--- src/rtl/kgp_risc_pkg.sv ---
// Shared types for the data-memory arbiter: arbiter FSM encoding and port-select ids.
package kgp_risc_pkg;

  typedef enum logic {
    StRr     = 1'b0,
    StLocked = 1'b1
  } arb_state_e;

  typedef logic port_sel_t;

  localparam port_sel_t SEL_CORE = 1'b0;
  localparam port_sel_t SEL_LD   = 1'b1;

endpackage

--- src/rtl/rr_arb2.sv ---
// Two-way round-robin pick: a lone requester wins, a tie goes to whoever was not granted last.
module rr_arb2
  import kgp_risc_pkg::*;
(
  input  logic [1:0] req_i,
  input  port_sel_t  last_i,
  output logic [1:0] gnt_o
);

  always_comb begin
    gnt_o = '0;
    if (req_i[SEL_CORE] && (!req_i[SEL_LD] || (last_i == SEL_LD))) begin
      gnt_o[SEL_CORE] = 1'b1;
    end else if (req_i[SEL_LD]) begin
      gnt_o[SEL_LD] = 1'b1;
    end
  end

endmodule

--- src/rtl/dmem_arbiter.sv ---
// Core/loader data-memory arbiter: round-robin sharing, loader burst lock with bounded
// core starvation, and one-cycle read-return steering.
module dmem_arbiter
  import kgp_risc_pkg::*;
#(
  parameter int unsigned ADDR_W   = 10,
  parameter int unsigned DATA_W   = 32,
  parameter int unsigned MAX_WAIT = 8
) (
  input  logic              clk,
  input  logic              rst,
  input  logic              core_req,
  input  logic              core_we,
  input  logic [ADDR_W-1:0] core_addr,
  input  logic [DATA_W-1:0] core_wdata,
  output logic              core_gnt,
  output logic              core_rvalid,
  output logic [DATA_W-1:0] core_rdata,
  input  logic              ld_req,
  input  logic              ld_we,
  input  logic [ADDR_W-1:0] ld_addr,
  input  logic [DATA_W-1:0] ld_wdata,
  input  logic              ld_lock,
  output logic              ld_gnt,
  output logic              ld_rvalid,
  output logic [DATA_W-1:0] ld_rdata,
  output logic              mem_en,
  output logic              mem_we,
  output logic [ADDR_W-1:0] mem_addr,
  output logic [DATA_W-1:0] mem_wdata,
  input  logic [DATA_W-1:0] mem_rdata
);

  localparam int unsigned    WaitW   = $clog2(MAX_WAIT + 1);
  localparam logic [WaitW-1:0] WaitMax = WaitW'(MAX_WAIT);

  arb_state_e       state_q, state_d;
  port_sel_t        last_q, last_d;
  logic [WaitW-1:0] wait_q, wait_d;
  logic             core_rv_q, ld_rv_q;
  logic [1:0]       rr_req, rr_gnt;
  logic             force_core;

  assign rr_req = {ld_req, core_req};

  rr_arb2 u_rr_arb2 (
    .req_i  (rr_req),
    .last_i (last_q),
    .gnt_o  (rr_gnt)
  );

  // Core has starved for MAX_WAIT locked cycles: it takes this slot and breaks the lock.
  assign force_core = (state_q == StLocked) && core_req && (wait_q == WaitMax);

  always_comb begin
    core_gnt = 1'b0;
    ld_gnt   = 1'b0;
    state_d  = state_q;
    last_d   = last_q;
    wait_d   = '0;
    unique case (state_q)
      StRr: begin
        core_gnt = rr_gnt[SEL_CORE];
        ld_gnt   = rr_gnt[SEL_LD];
        if (ld_gnt && ld_lock) state_d = StLocked;
      end
      StLocked: begin
        if (force_core) begin
          core_gnt = 1'b1;
          state_d  = StRr;
        end else begin
          ld_gnt = ld_req;
          if (!ld_lock) state_d = StRr;
          if (core_req) wait_d = (wait_q == WaitMax) ? wait_q : wait_q + 1'b1;
        end
      end
      default: state_d = StRr;
    endcase
    if (core_gnt) begin
      last_d = SEL_CORE;
    end else if (ld_gnt) begin
      last_d = SEL_LD;
    end
  end

  always_comb begin
    mem_en    = core_gnt | ld_gnt;
    mem_we    = 1'b0;
    mem_addr  = '0;
    mem_wdata = '0;
    if (core_gnt) begin
      mem_we    = core_we;
      mem_addr  = core_addr;
      mem_wdata = core_wdata;
    end else if (ld_gnt) begin
      mem_we    = ld_we;
      mem_addr  = ld_addr;
      mem_wdata = ld_wdata;
    end
  end

  always_ff @(posedge clk or posedge rst) begin
    if (rst) begin
      state_q   <= StRr;
      last_q    <= SEL_LD;
      wait_q    <= '0;
      core_rv_q <= 1'b0;
      ld_rv_q   <= 1'b0;
    end else begin
      state_q   <= state_d;
      last_q    <= last_d;
      wait_q    <= wait_d;
      core_rv_q <= core_gnt & ~core_we;
      ld_rv_q   <= ld_gnt & ~ld_we;
    end
  end

  assign core_rvalid = core_rv_q;
  assign ld_rvalid   = ld_rv_q;
  assign core_rdata  = core_rv_q ? mem_rdata : '0;
  assign ld_rdata    = ld_rv_q ? mem_rdata : '0;

endmodule

--- config.mk ---
export PLATFORM = sky130hd
export DESIGN_NAME = dmem_arbiter
export DESIGN_NICKNAME = d
export VERILOG_FILES = /design/src/rtl/kgp_risc_pkg.sv /design/src/rtl/rr_arb2.sv /design/src/rtl/dmem_arbiter.sv
export SDC_FILE = /design/constraint.sdc
export NUM_CORES = 1
export LEC_CHECK = 0
export BUFFER_PORTS_ARGS = -buffer_cell sky130_fd_sc_hd__buf_2
export CAP_MARGIN = 5
export CORE_AREA = 4 4 90 92
export DETAILED_ROUTE_END_ITERATION = 8
export DIE_AREA = 0 0 94 96
export GPL_TIMING_DRIVEN = 0
export PLACE_DENSITY_LB_ADDON = 0.05
export SLEW_MARGIN = 20
export SYNTH_ARGS = -nofsm -noshare
export SYNTH_HDL_FRONTEND = slang
export SYNTH_SLANG_ARGS = --single-unit
--- constraint.sdc ---
create_clock -name clk -period 1.81 [get_ports clk]
set_input_delay 0 -clock clk [delete_from_list [all_inputs] [get_ports clk]]
set_output_delay 0 -clock clk [all_outputs]
set_load 0.02 [all_outputs]
# Word-level counts from Yosys, hierarchy flattened
# Index checks and enable logic that the tools add are counted.
[totals] register_bits=8 in_bits=123 word_cells=46
[op_classes] n_addsub=1 eq_ne=2 n_mux=25 n_bitwise=6 reduce_logical=7
[ops] op="two-way mux 32 bit" n=4
[ops] op="two-way mux 10 bit" n=2
[ops] op="two-way mux 4 bit" n=4
[ops] op="two-way mux 1 bit" n=12
[ops] op="case mux 1 bit (2 select lines)" n=3
[ops] op="adder 4 x 1 -> 4 bit, second input constant" n=1
[ops] op="== test 4 bit, second input constant" n=1
[ops] op="logical AND 1 bit" n=4
[ops] op="!= test 4 bit, second input constant" n=1
[ops] op="NOT 1 bit" n=3
[ops] op="bitwise AND 1 bit" n=2
[ops] op="nonzero test 2 bit" n=1
[ops] op="logical NOT 1 bit" n=1
[ops] op="logical OR 1 bit" n=1
[ops] op="OR 1 bit" n=1

# Logic depth before layout (Yosys ltp)
[logic_depth] ltp_word=7 depth_mapped=7 ltp_nobuf=6

# Cells and area by module
# Synthesis repeated with hierarchy kept, for this count alone.
[hier_totals] cells_unflattened=162 area_unflattened_um2=1276.2
[modules_own_cells] mod="dmem_arbiter" n_inst=1 cells_per_inst=159 area_per_inst_um2=1257.5
[modules_own_cells] mod="rr_arb2" n_inst=1 cells_per_inst=3 area_per_inst_um2=18.8

# Worst setup path before layout
# No wires, ideal clock.
[synth_path] path_type="register -> output" startpoint="reg wait_q[0]" endpoint="out mem_addr[0]" t_arrival_ns=1.726 required_time_ns=1.810 slack_ns=0.084 path_stages_with_launch=8 path_buffers=2 path_cell_list="dfrtp_1 -> inv_1 -> ha_1 -> and3b_1 -> a22oi_2 -> buf_6 -> buf_8 -> mux2i_1"
[synth_between] elab_chain_len=6
[synth_rtl] element="start, declared" line_no="dmem_arbiter.sv:39" text="logic [WaitW-1:0] wait_q, wait_d;"
[synth_rtl] element="start signal, assigned" line_no="dmem_arbiter.sv:112" text="wait_q <= wait_d;"
[synth_rtl] element="== test 4 bit *" line_no="dmem_arbiter.sv:53" text="assign force_core = (state_q == StLocked) && core_req && (wait_q == WaitMax);"
[synth_rtl] element="logical AND 1 bit *" line_no="dmem_arbiter.sv:53"
[synth_rtl] element="two-way mux 1 bit" line_no="dmem_arbiter.sv:68" text="if (force_core) begin"
[synth_rtl] element="case mux 1 bit (2 select lines)" line_no="dmem_arbiter.sv:61" text="unique case (state_q)"
[synth_rtl] element="two-way mux 10 bit" line_no="dmem_arbiter.sv:95" text="end else if (ld_gnt) begin"
[synth_rtl] element="two-way mux 10 bit *" line_no="dmem_arbiter.sv:91" text="if (core_gnt) begin"
[synth_rtl] element="end, declared" line_no="dmem_arbiter.sv:29" text="output logic [ADDR_W-1:0] mem_addr,"
# Mark *: on every way between the ends. The rest lies on a longest branch, timed or not.

# Final worst setup path
# Same ends and word-level chain as after synthesis.

==> results.json <==
{
  "fmax_mhz": 511.3,
  "pwr-share-seq_pct": 14.3,
  "p_comb_share_pct": 69.6,
  "dp.cells": 578,
  "netlist_instances": 245,
  "synth_seq_area_share_pct": 12.30,
  "leakage_nw": 2.270,
  "port_buffers": 234,
  "core_sq_um": 7214,
  "status": "finished, violations left",
  "max-vdd-ir-drop_v": 0.0001481,
  "min_path_type": "input pin to flop",
  "io_pins": 235,
  "switching_share_pct": 41.52,
  "post-route-min-period_ns": 1.956,
  "violations": "negative setup slack",
  "clockPowerShare_pct": 16.1,
  "path_cells": "inv_1 > ha_2 > and3b_1 > a22oi_2 > buf_6 > buf_16 > mux2i_2 > buf_4",
  "start_util_pct": 22.70,
  "cp_max_fo": 5,
  "syn_area_per_cell_sq_um": 6.685,
  "drive_gt1_share_pct": 53.09,
  "rr_startpoint": "wait_q[0]",
  "htree_levels": 1,
  "hold_ws_ns": 0.2015,
  "grt_pass1_vias": 2213,
  "rsz0062_at_grt": "yes",
  "drt_iter0_markers": 11,
  "final.setup.worst_slack_ns": -0.1457,
  "criticalPathCategory": "flop to primary output",
  "drt_wl_total_mm": 7.509,
  "gp_congestion": 0.7652,
  "clock_latency_ns": 0.23,
  "p_total_mw": 1.388,
  "cp.required_ns": 1.81,
  "hpwl_mm": 6.417,
  "crit_start": "wait_q[0]",
  "grt_max_degree": 11,
  "design_area_sq_um": 3324,
  "area_growth_pct": 103.0,
  "hold_violations": 0,
  "synth_most_common_cell": "and2_1",
  "fin_skew_ns": 0.006921,
  "fin_crit_sh_pct": 108.0,
  "p_int_mw": 0.8117,
  "final_util_pct": 46.08,
  "firstDrtPassIters": 4,
  "post_drt_wl_per_cell_um": 12.52,
  "antennaDiodeCount": 0,
  "maxCapViolCount": 0,
  "synth.distinct_cells": 25,
  "drc_errors": 0,
  "slew_headroom_pct": 71.52,
  "dieArea_sq_um": 9024,
  "crit_slowest_cell": "dfrtp_1",
  "grt_pass1_wl_mm": 10.53,
  "die_y_um": 96,
  "grt_overflow": 0,
  "layout.cells.non_filler": 600,
  "antenna_left": 0,
  "path_clk_slew_ns": 0.05,
  "yosysTopAreaCellShare_pct": 26.28,
  "synth_edf_count": 0,
  "grt_antenna_before_repair": 0,
  "syn_nets": 370,
  "clock_path_buffers": 2,
  "rows": 31,
  "synth_common_cells": "66 x and2_1, 46 x inv_1, 44 x nand2_1",
  "crit_arrival_ns": 1.96,
  "crit_buf_inv": 4,
  "nets": 627,
  "clockRootBuffer": "clkbuf_8",
  "synth_area_leaders": "mux2i_1 26%, and2_1 25%, dfrtp_1 11%, inv_1 11%, nand2_1 10%",
  "min_from": "core_req",
  "path_delay_family": "buffers and inverters",
  "powerDensity_nw_per_um2": 417.5,
  "p_switching_mw": 0.5763,
  "max_stage_delay_ns": 0.35,
  "setup-violations-final": 44,
  "numCtsBuffers": 3,
  "cts_sinks": 8,
  "worst_pin_slew_ns": 0.4272,
  "die_w_um": 94,
  "dpl_cell_area_sq_um": 2933,
  "ys_warn_count": 0,
  "vias": 2385,
  "endpoint_kind": "primary output",
  "vias_per_cell": 3.975,
  "syn_area_sq_um": 1638,
  "yosysTopAreaCell": "mux2i_1",
  "grt_use_total_pct": 14.65,
  "slew_viol_final": 0,
  "synth_ff_type": "dfrtp_1",
  "synthArstFlopShare_pct": 100.0,
  "cts_tree": "done",
  "startpoint_type": "flop",
  "ys_seq_elements": 8
}
state kept, by name, summed over array words and instances, names as in the netlist:
register,cells
core_rvalid,1
last_q,1
ld_rvalid,1
state_q,1
wait_q,4
repair_timing:
action / 4_1_cts / 5_1_grt
endpoints found under the hold margin: 10 / 0
endpoints found under the setup margin: 44 / 46
setup buffers: 8 / 3
hold buffers: 4 / 0
gates resized for setup: 47 / 13
cloned: 2 / 2
pin swaps: 0 / 2
cells in the final DEF (no fill, tap or decap), types with 3 or more instances in the layout:
cell             n
and2_1          66
nor2_1           7
buf_6            5
buf_4           50
dlygate4sd3_1    4
mux2i_2          3
dfrtp_1          7
clkbuf_8         3
mux2i_1         40
clkbuf_1        11
buf_2          193
buf_12           3
nand2_1         44
inv_1           46
worst min-delay path, cell delays in order:
cell and delay [ns]:
buf_2 0.08, and2_1 0.15, and3_1 0.16
power by group through the flow:
stage	Combinational [mW]	Sequential, mW	Clock (mW)
6_report	0.966	0.199	0.224
3_3_place_gp	0.825	0.202	0
5_1_grt	1.05	0.200	0.243
4_1_cts	0.939	0.199	0.233
2_1_floorplan	0.489	0.202	0
3_5_place_dp	0.828	0.201	0
final timing paths:
kind	cells past startpoint	to	slack [ns]
worst min-delay path	3	wait_q[1]	0.20
min in group asynchronous	3	state_q	0.26
max in group asynchronous	3	last_q	1.26
worst max-delay path	8	mem_addr[0]	-0.15
worst max register to register	8	ld_rvalid	0.19
worst min register to register	2	last_q	0.48
layout make-up:
class                   count  area (sq um)
fillers                   812          3890
well taps                  99         123.9
plain buffers              15         113.9
repair buffers            253          1489
inverters                  47         176.4
flip-flops and latches      8         201.4
multi-input cells         174          1175
clock buffers               4         45.04
layer usage:
metal	track usage, %	up-vias	wire, um
li1	-	1243	-
met1	14.30	992	2514
met2	29.86	144	3955
met3	4.535	6	959
met4	3.129	0	80
met5	0	-	0
cells by family after synthesis:
| kind of cell | Yosys count | share of synthesized area (%) |
|---|---|---|
| xor+xnor | 2 | 1.070 |
| flops | 8 | 12.30 |
| buf+inv | 63 | 17.27 |
| fa+ha+maj | 2 | 1.528 |
| mux | 43 | 26.28 |
| compound gates | 2 | 1.069 |
| simple gates | 125 | 40.49 |
per-stage QoR:
| step | setup WS [ns] | setup TNS [ns] |
|---|---|---|
| 2_1_floorplan | 0.08440 | 0 |
| 3_3_place_gp | 0.02194 | 0 |
| 3_5_place_dp | 0.0001473 | 0 |
| 4_1_cts | -0.1274 | -3.612 |
| 5_1_grt | -0.2456 | -9.090 |
| 6_report | -0.1457 | -4.185 |
No activity file was read; power rests on OpenSTA's default activity.
